==> src/rtl/execute_stage.sv <==
// Y86-64 execute stage: computes valE, the branch/move condition and the
// condition codes, then registers the results for the memory stage.
module execute_stage (
  input  logic        clk,
  input  logic        rst,
  input  logic        in_valid,
  input  logic [3:0]  icode,
  input  logic [3:0]  ifun,
  input  logic [63:0] valA,
  input  logic [63:0] valB,
  input  logic [63:0] valC,
  input  logic [63:0] valP,
  output logic        out_valid,
  output logic [3:0]  icode_out,
  output logic [63:0] valE,
  output logic [63:0] valA_out,
  output logic [63:0] valP_out,
  output logic        cnd,
  output logic [2:0]  cc,
  output logic [1:0]  stat
);

  localparam logic [1:0] STAT_AOK = 2'b00;
  localparam logic [1:0] STAT_HLT = 2'b01;
  localparam logic [1:0] STAT_INS = 2'b10;

  localparam logic [3:0] I_HALT   = 4'h0;
  localparam logic [3:0] I_RRMOVQ = 4'h2;
  localparam logic [3:0] I_IRMOVQ = 4'h3;
  localparam logic [3:0] I_RMMOVQ = 4'h4;
  localparam logic [3:0] I_MRMOVQ = 4'h5;
  localparam logic [3:0] I_OPQ    = 4'h6;
  localparam logic [3:0] I_JXX    = 4'h7;
  localparam logic [3:0] I_CALL   = 4'h8;
  localparam logic [3:0] I_RET    = 4'h9;
  localparam logic [3:0] I_PUSHQ  = 4'hA;
  localparam logic [3:0] I_POPQ   = 4'hB;

  localparam logic signed [63:0] WORD_8 = 64'sd8;

  function automatic logic signed [63:0] alu_op(input logic [3:0] fn,
                                                input logic signed [63:0] a,
                                                input logic signed [63:0] b);
    case (fn[1:0])
      2'd0:    alu_op = b + a;
      2'd1:    alu_op = b - a;
      2'd2:    alu_op = b & a;
      default: alu_op = b ^ a;
    endcase
  endfunction

  // Returns {ZF, SF, OF}; overflow only exists for add and sub.
  function automatic logic [2:0] alu_flags(input logic [3:0] fn,
                                           input logic signed [63:0] a,
                                           input logic signed [63:0] b,
                                           input logic signed [63:0] t);
    logic of;
    case (fn[1:0])
      2'd0:    of = (a[63] == b[63]) && (t[63] != b[63]);
      2'd1:    of = (a[63] != b[63]) && (t[63] != b[63]);
      default: of = 1'b0;
    endcase
    alu_flags = {(t == 64'sd0), t[63], of};
  endfunction

  function automatic logic cond_eval(input logic [3:0] fn, input logic [2:0] flags);
    logic zf, lt;
    zf = flags[2];
    lt = flags[1] ^ flags[0];
    case (fn)
      4'd0:    cond_eval = 1'b1;
      4'd1:    cond_eval = lt | zf;
      4'd2:    cond_eval = lt;
      4'd3:    cond_eval = zf;
      4'd4:    cond_eval = ~zf;
      4'd5:    cond_eval = ~lt;
      4'd6:    cond_eval = ~lt & ~zf;
      default: cond_eval = 1'b0;
    endcase
  endfunction

  logic                halted;
  logic                accept_p0;
  logic                bad_p0;
  logic signed [63:0]  a_p0, b_p0, c_p0;
  logic signed [63:0]  alu_p0;
  logic signed [63:0]  vale_p0;
  logic [2:0]          flags_p0;
  logic                cnd_p0;

  assign accept_p0 = in_valid && !halted;
  assign a_p0      = valA;
  assign b_p0      = valB;
  assign c_p0      = valC;

  assign bad_p0 = (icode > I_POPQ) ||
                  ((icode == I_OPQ) && (ifun > 4'd3)) ||
                  (((icode == I_RRMOVQ) || (icode == I_JXX)) && (ifun > 4'd6));

  assign alu_p0   = alu_op(ifun, a_p0, b_p0);
  assign flags_p0 = alu_flags(ifun, a_p0, b_p0, alu_p0);

  always_comb begin
    vale_p0 = 64'sd0;
    cnd_p0  = 1'b0;
    if (!bad_p0) begin
      case (icode)
        I_RRMOVQ: begin
          vale_p0 = a_p0;
          cnd_p0  = cond_eval(ifun, cc);
        end
        I_IRMOVQ:          vale_p0 = c_p0;
        I_RMMOVQ, I_MRMOVQ: vale_p0 = b_p0 + c_p0;
        I_OPQ:             vale_p0 = alu_p0;
        I_CALL, I_PUSHQ:   vale_p0 = b_p0 - WORD_8;
        I_RET, I_POPQ:     vale_p0 = b_p0 + WORD_8;
        I_JXX:             cnd_p0  = cond_eval(ifun, cc);
        default:           vale_p0 = 64'sd0;
      endcase
    end
  end

  // ---- p0 -> output register boundary ----
  always_ff @(posedge clk or posedge rst) begin
    if (rst) begin
      out_valid <= 1'b0;
      icode_out <= 4'h0;
      valE      <= 64'h0;
      valA_out  <= 64'h0;
      valP_out  <= 64'h0;
      cnd       <= 1'b0;
      cc        <= 3'b100;
      stat      <= STAT_AOK;
      halted    <= 1'b0;
    end else begin
      out_valid <= accept_p0;
      if (accept_p0) begin
        icode_out <= icode;
        valE      <= vale_p0;
        valA_out  <= valA;
        valP_out  <= valP;
        cnd       <= cnd_p0;
        if (!bad_p0 && (icode == I_OPQ))
          cc <= flags_p0;
        if (bad_p0) begin
          stat   <= STAT_INS;
          halted <= 1'b1;
        end else if (icode == I_HALT) begin
          stat   <= STAT_HLT;
          halted <= 1'b1;
        end else begin
          stat   <= STAT_AOK;
        end
      end
    end
  end

endmodule

==> config.mk <==
export PLATFORM = sky130hd
export DESIGN_NAME = execute_stage
export DESIGN_NICKNAME = d
export VERILOG_FILES = /design/src/rtl/execute_stage.sv
export SDC_FILE = /design/constraint.sdc
export NUM_CORES = 1
export LEC_CHECK = 0
export CAP_MARGIN = 20
export CORE_MARGIN = 3
export CORE_UTILIZATION = 45
export CTS_CLUSTER_SIZE = 25
export DETAILED_ROUTE_END_ITERATION = 10
export GPL_ROUTABILITY_DRIVEN = 0
export PLACE_DENSITY = 0.8
export SLEW_MARGIN = 20
export SYNTH_ARGS = -nofsm -noshare
export SYNTH_HDL_FRONTEND = slang
export SYNTH_SLANG_ARGS = --single-unit
==> constraint.sdc <==
create_clock -name clk -period 20.8 [get_ports clk]
set_input_delay 4.16 -clock clk [delete_from_list [all_inputs] [get_ports clk]]
set_output_delay 4.16 -clock clk [all_outputs]
set_load 0.1 [all_outputs]
==> results of run 1 <==
## placed cells by master (no fill, tap or decap), types with 82 or more instances in the layout
| cell | count |
|---|---|
| a21o_1 | 91 |
| nor2_1 | 186 |
| o21ai_0 | 222 |
| a21oi_1 | 279 |
| clkdlybuf4s50_1 | 465 |
| xor2_1 | 82 |
| xnor2_1 | 129 |
| nand2_1 | 678 |
| ha_1 | 250 |
| dfrtp_1 | 203 |
## flip-flops by register name, indices dropped and copies added, names as in the netlist
register	flops
halted	1
valA_out	64
icode_out	4
valE	64
out_valid	1
stat	2
cc	3
cnd	1
valP_out	64
## through the flow
| step | util | cells |
|---|---|---|
| 5_1_grt | 0.570 | 4313 |
| 6_report | 0.570 | 4316 |
| 4_1_cts | 0.570 | 4311 |
| 3_5_place_dp | 0.555 | 4266 |
| 3_3_place_gp | 0.555 | 4266 |
| 2_1_floorplan | - | 3251 |
## cell type report
class	instances	area, µm²	share of cell area
well taps	688	861	0.0286
clock buffers	32	652	0.0216
diodes	5	12.5	0.000415
inverters	75	292	0.00967
repair buffers	501	4920	0.163
multi-input cells	2798	18100	0.602
clock inverters	13	160	0.00531
flip-flops and latches	204	5110	0.169
## worst max-delay path, stage by stage
cell and delay [ps]:
clkdlybuf4s50_1 560, or4_4 630, nor4_4 280, nand3_1 300, or3_1 460, nor2_1 300, nand2_1 220, nor3_1 500
nand3_1 220, o31ai_1 390, xor2_1 120, ha_1 420, nand2_1 130, or4_1 450, nor2_1 150, a21oi_1 110
a31oi_1 460, nor2b_1 80, o21ai_0 240, and3_1 190, nand4_1 150, a2111oi_0 440, a32o_1 240
## report_power, final
part	internal, W	switching [W]
combinational	0.000506	0.00141
clock	0.000260	0.000189
sequential	0.000514	0.0000637
total	0.00128	0.00166
## per-layer routing
metal,GRT usage,share of wire
met1,0.427,0.40
met2,0.521,0.43
met3,0.0818,0.12
met4,0.149,0.050
met5,0,0.00046
## final timing paths
kind	startpoint	to	slack, ps
worst min register to register	halted	halted	460
worst max register to register	halted	cc[2]	15310
worst max-delay path	valA[4]	cc[2]	10090
min in group asynchronous	rst	valP_out[42]	4060
worst min-delay path	halted	halted	460
max in group asynchronous	rst	valE[26]	14590
## kinds of logic (layout without fill, tap and decap cells)
family,after synthesis,count (layout)
flops,204,204
simple gates,1207,1207
buf+inv,249,621
fa+ha+maj,253,253
other cells,0,5
compound gates,1053,1053
xor+xnor,211,211
mux,74,74
==> flow_summary.toml, run 1 <==
[logic_synthesis]
syn_inst = 3251
synth_nets = 3771
async_reset_ff_frac = 1.00
yosysWarnings = 0
synth_compound_area_frac = 0.287
synth_most_common_cell = "nand2_1"
synth_xor_area_frac = 0.0765
synth_edf_count = 0
synth_common_cells = "nand2_1, a21oi_1, ha_1"
synth.top_cell.area_share = 0.210
syn_area_per_cell_um2 = 7.43
synth_top_family_by_area = "compound AO/OA/AOI/OAI gates"
synth_top_flop_cell = "dfrtp_1"
synth-simple-area-share = 0.222
synth_mux_area_frac = 0.0314
synth_top_cell_by_area = "dfrtp_1"
seq_area_frac_synth = 0.211
synth_cell_types = 89
ys_top_cells_by_area = "dfrtp_1, ha_1, nand2_1"
synth-adder-area-share = 0.132
syn-cell-area_um2 = 24200
ys_ff_latch = 204

[detailed_routing]
antenna_left = 0
wl_mm = 98.4
first_pass_iters = 9
drt-initial-drc-count = 3500
drcViolationCount = 0
via_count = 27400
wire_per_inst_um = 22.8
viasPerCell = 6.35

[grt]
grt_usage = 0.330
antenna_found_initial = 8
grt_pass1_wl_mm = 148
grt_pass1_vias = 25700
grt_max_degree = 81
grt_remaining_overflow = 0

[timing]
finalHoldViolCount = 0
setup_viol_count_final = 0
tightest_slew_ps = 1150
setup_tns_ps = 0
fmax_ghz = 0.0933
finalMaxSlewViolations = 0
rsz0062_at_grt = "false"
whs_ps = 457
slew_headroom = 0.230
fin_crit_sh = 0.515
fin_ws_ps = 10090
clock_skew_ps = 16.5
fin_crit_ps = 10710

[placed_design]
place_ws_ps = 9830
place_area_um2 = 29300
io_buffers = 469
dp_hpwl_mm = 74.7

[clock_tree]
cts_sinks = 204
cts_setup_buffers = 0
cts_tree = "yes"
cts_htree_levels = 1
clock_path_buffers = 3
cts_buffers = 25
clockRootBuffer = "clkbuf_16"
cts_resized = 0
worstSkewPairLatency_ps = 560
cts_hold_buf = 0
path_clk_slew_ps = 60

[worst_hold_path]
min_path_type = "reg2reg"
holdPathStages = 1

[run]
cap_violations = 0

[setup_path]
worst_setup_path_end_kind = "flip-flop"
worstSetupPathType = "in2reg"
crit_arrival_ps = 11210
ff2ff_path_depth = 13
cp.required_ps = 21290
cp_max_fo = 8
crit_path_start_kind = "input pin"

[die]
core_um2 = 52900
ios = 470
chipWidth_um = 238
die_height_um = 238
rows = 84
initial_core_util = 0.457
die_area_um2 = 56500

[run_status]
outcome = "complete, no violations"

[finish]
n_fill_cell = 4924
final_nets = 4125
fin_area_um2 = 30100
area_growth_pct = 24.8
drive_above_1_share = 0.0403

[power]
power_w = 0.00294
vdd_ir_drop_max_mv = 0.0837
leakagePower_nw = 13.1
power_density_nw_per_um2 = 97.5
Note: power is estimated with default switching activity, not from simulation.
==> run 2, diff against run 1 <==
==> constraint.sdc (replaced) <==
create_clock -name clk -period 10.16 [get_ports clk]
set_input_delay 2.032 -clock clk [delete_from_list [all_inputs] [get_ports clk]]
set_output_delay 2.032 -clock clk [all_outputs]
set_load 0.1 [all_outputs]
==> run 2 against run 1 <==
Compared with the run above: first-iteration DRC count shrank 2.2%; flip-flop and latch count is the same; via count is essentially flat; worst setup slack lost 8600 ps; sequential power grew 100%; die area is the same; register-to-register slack lost 10000 ps; power grew 110%; critical endpoint unchanged; highest routed layer unchanged.
==> flow_summary.toml, run 2 (synthesized netlist as in run 1, its figures left out) <==
[timing]
clock_skew_ps = 15.5
tightest_slew_ps = 1160
rsz0062_at_grt = "false"
setup_tns_ps = 0
slew_headroom = 0.222
fin_crit_sh = 0.851
fin_crit_ps = 8650
fmax_ghz = 0.116
finalMaxSlewViolations = 0
finalHoldViolCount = 0
setup_viol_count_final = 0

[setup_path]
setup.worst_path.end = "cc[2]"
ff2ff_path_depth = 12
cp.required_ps = 10660
startpoint = "valA[4]"
crit_arrival_ps = 9150
crit_path_start_kind = "input pin"
r2r_slack_ps = 5200
cp_max_fo = 8
r2r_end = "cc[2]"
worstSetupPathType = "in2reg"
worst_setup_path_end_kind = "flip-flop"
r2r-start = "halted"

[finish]
final_nets = 4127
largestRegisters = "valA_out (64), valE (64), valP_out (64)"
final_cell_mix = "nand2_1, clkdlybuf4s50_1, a21oi_1"
final_common_cell = "nand2_1"
area_growth_pct = 25.1
final_util = 0.572
drive_above_1_share = 0.0427

[clock_tree]
cts_setup_buffers = 0
path_clk_slew_ps = 70
worstSkewPairLatency_ps = 560
cts_htree_levels = 1
cts_buffers = 25
clockRootBuffer = "clkbuf_16"
cts_tree = "yes"
clock_path_buffers = 3
cts_sinks = 204
cts_resized = 0
cts_hold_buf = 0

[grt]
grt_usage = 0.332
grt_pass1_wl_mm = 149
grt_remaining_overflow = 0
grt_pass1_vias = 25700
antenna_found_initial = 8
grt_max_degree = 83

[detailed_routing]
wl_mm = 98.6
first_pass_iters = 6
viasPerCell = 6.35
via_count = 27400
wire_per_inst_um = 22.8
antenna_left = 0
drcViolationCount = 0
drt-initial-drc-count = 3423

[die]
ios = 470
die_height_um = 238
initial_core_util = 0.457
chipWidth_um = 238
die_area_um2 = 56500
rows = 84
core_um2 = 52900

[power]
netSwitchingPower_w = 0.00340
leakagePower_nw = 13.1
clkPwrFrac = 0.156
switching_share = 0.562
power_frac_seq = 0.196
vdd_ir_drop_max_mv = 0.197
combPwrFrac = 0.648
power_density_nw_per_um2 = 200
p_int_w = 0.00264

[worst_hold_path]
min_path_type = "reg2reg"

[run_status]
outcome = "complete, no violations"

[run]
cap_violations = 0

[placed_design]
dp_hpwl_mm = 75.4
io_buffers = 469
-- run 2: changes by cell type in the layout (fill, tap and decap cells not counted) --
cell	change
buf_4	+2
bufinv_16	-1
clkbuf_1	-6
clkbuf_8	+7
clkinv_2	-1
clkinv_4	-1
clkinvlp_4	+2
diode_2	-1
inv_6	+1
-- run 2: area by class of cell --
cell class	instances	area, µm²
Clock inverter	13	140
Tap cell	688	861
Clock buffer	33	726
Timing Repair Buffer	503	4940
Inverter	75	292
Sequential cell	204	5110
Multi-Input combinational cell	2798	18100
Fill cell	4861	22700
Antenna cell	4	10.0
-- run 2: metal layers --
metal / global-route usage / share of wire / wire length [µm]
met5: 0 / 0.00036 / 35
met4: 0.136 / 0.044 / 4360
met3: 0.0766 / 0.12 / 11500
met2: 0.527 / 0.44 / 43200
met1: 0.436 / 0.40 / 39500
-- run 2: worst min-delay path by stage --
stage,start,slack (ps),to,depth (start not counted)
after global routing,valA_out[50],490,valA_out[50],2
after detailed placement,halted,450,halted,1
after floorplan,halted,420,halted,1
final,halted,460,halted,1
after CTS,halted,470,halted,1
after global placement,halted,440,halted,1
-- run 2: power groups by stage --
stage	Combinational (W)	Sequential (W)	Clock [W]
finish	0.00391	0.00118	0.000944
global route	0.00409	0.00121	0.000996
CTS	0.00388	0.00118	0.000965
detailed placement	0.00386	0.00120	0
global placement	0.00384	0.00119	0
floorplan	0.00108	0.00296	0
-- run 2: stage by stage --
stage               hold slack, ps  power (W)  area (µm²)  setup WS [ps]  cells
CTS                            467    0.00603       30200           1770   4314
finish                         464    0.00604       30200           1510   4318
floorplan                      419    0.00404       24200           2540   3251
global placement               438    0.00502       29300           1480   4268
detailed placement             454    0.00506       29300           1210   4268
global route                   490    0.00630       30200           1090   4316
-- run 2: critical path: stages --
cell and delay [ps]:
clkdlybuf4s50_1 570, or4_4 630, nor4_4 300, nand3_1 300
or3_1 460, nor2_1 290, nand2_1 230, nor3_1 470
nand3_1 250, o31ai_1 400, xor2_1 120, ha_1 430
nand2_1 140, or4_1 450, nor2_1 150, a21oi_1 100
a31oi_1 470, nor2b_1 90, o21ai_0 200, and3_1 180
nand4_1 160, a2111oi_0 490, a32o_1 230
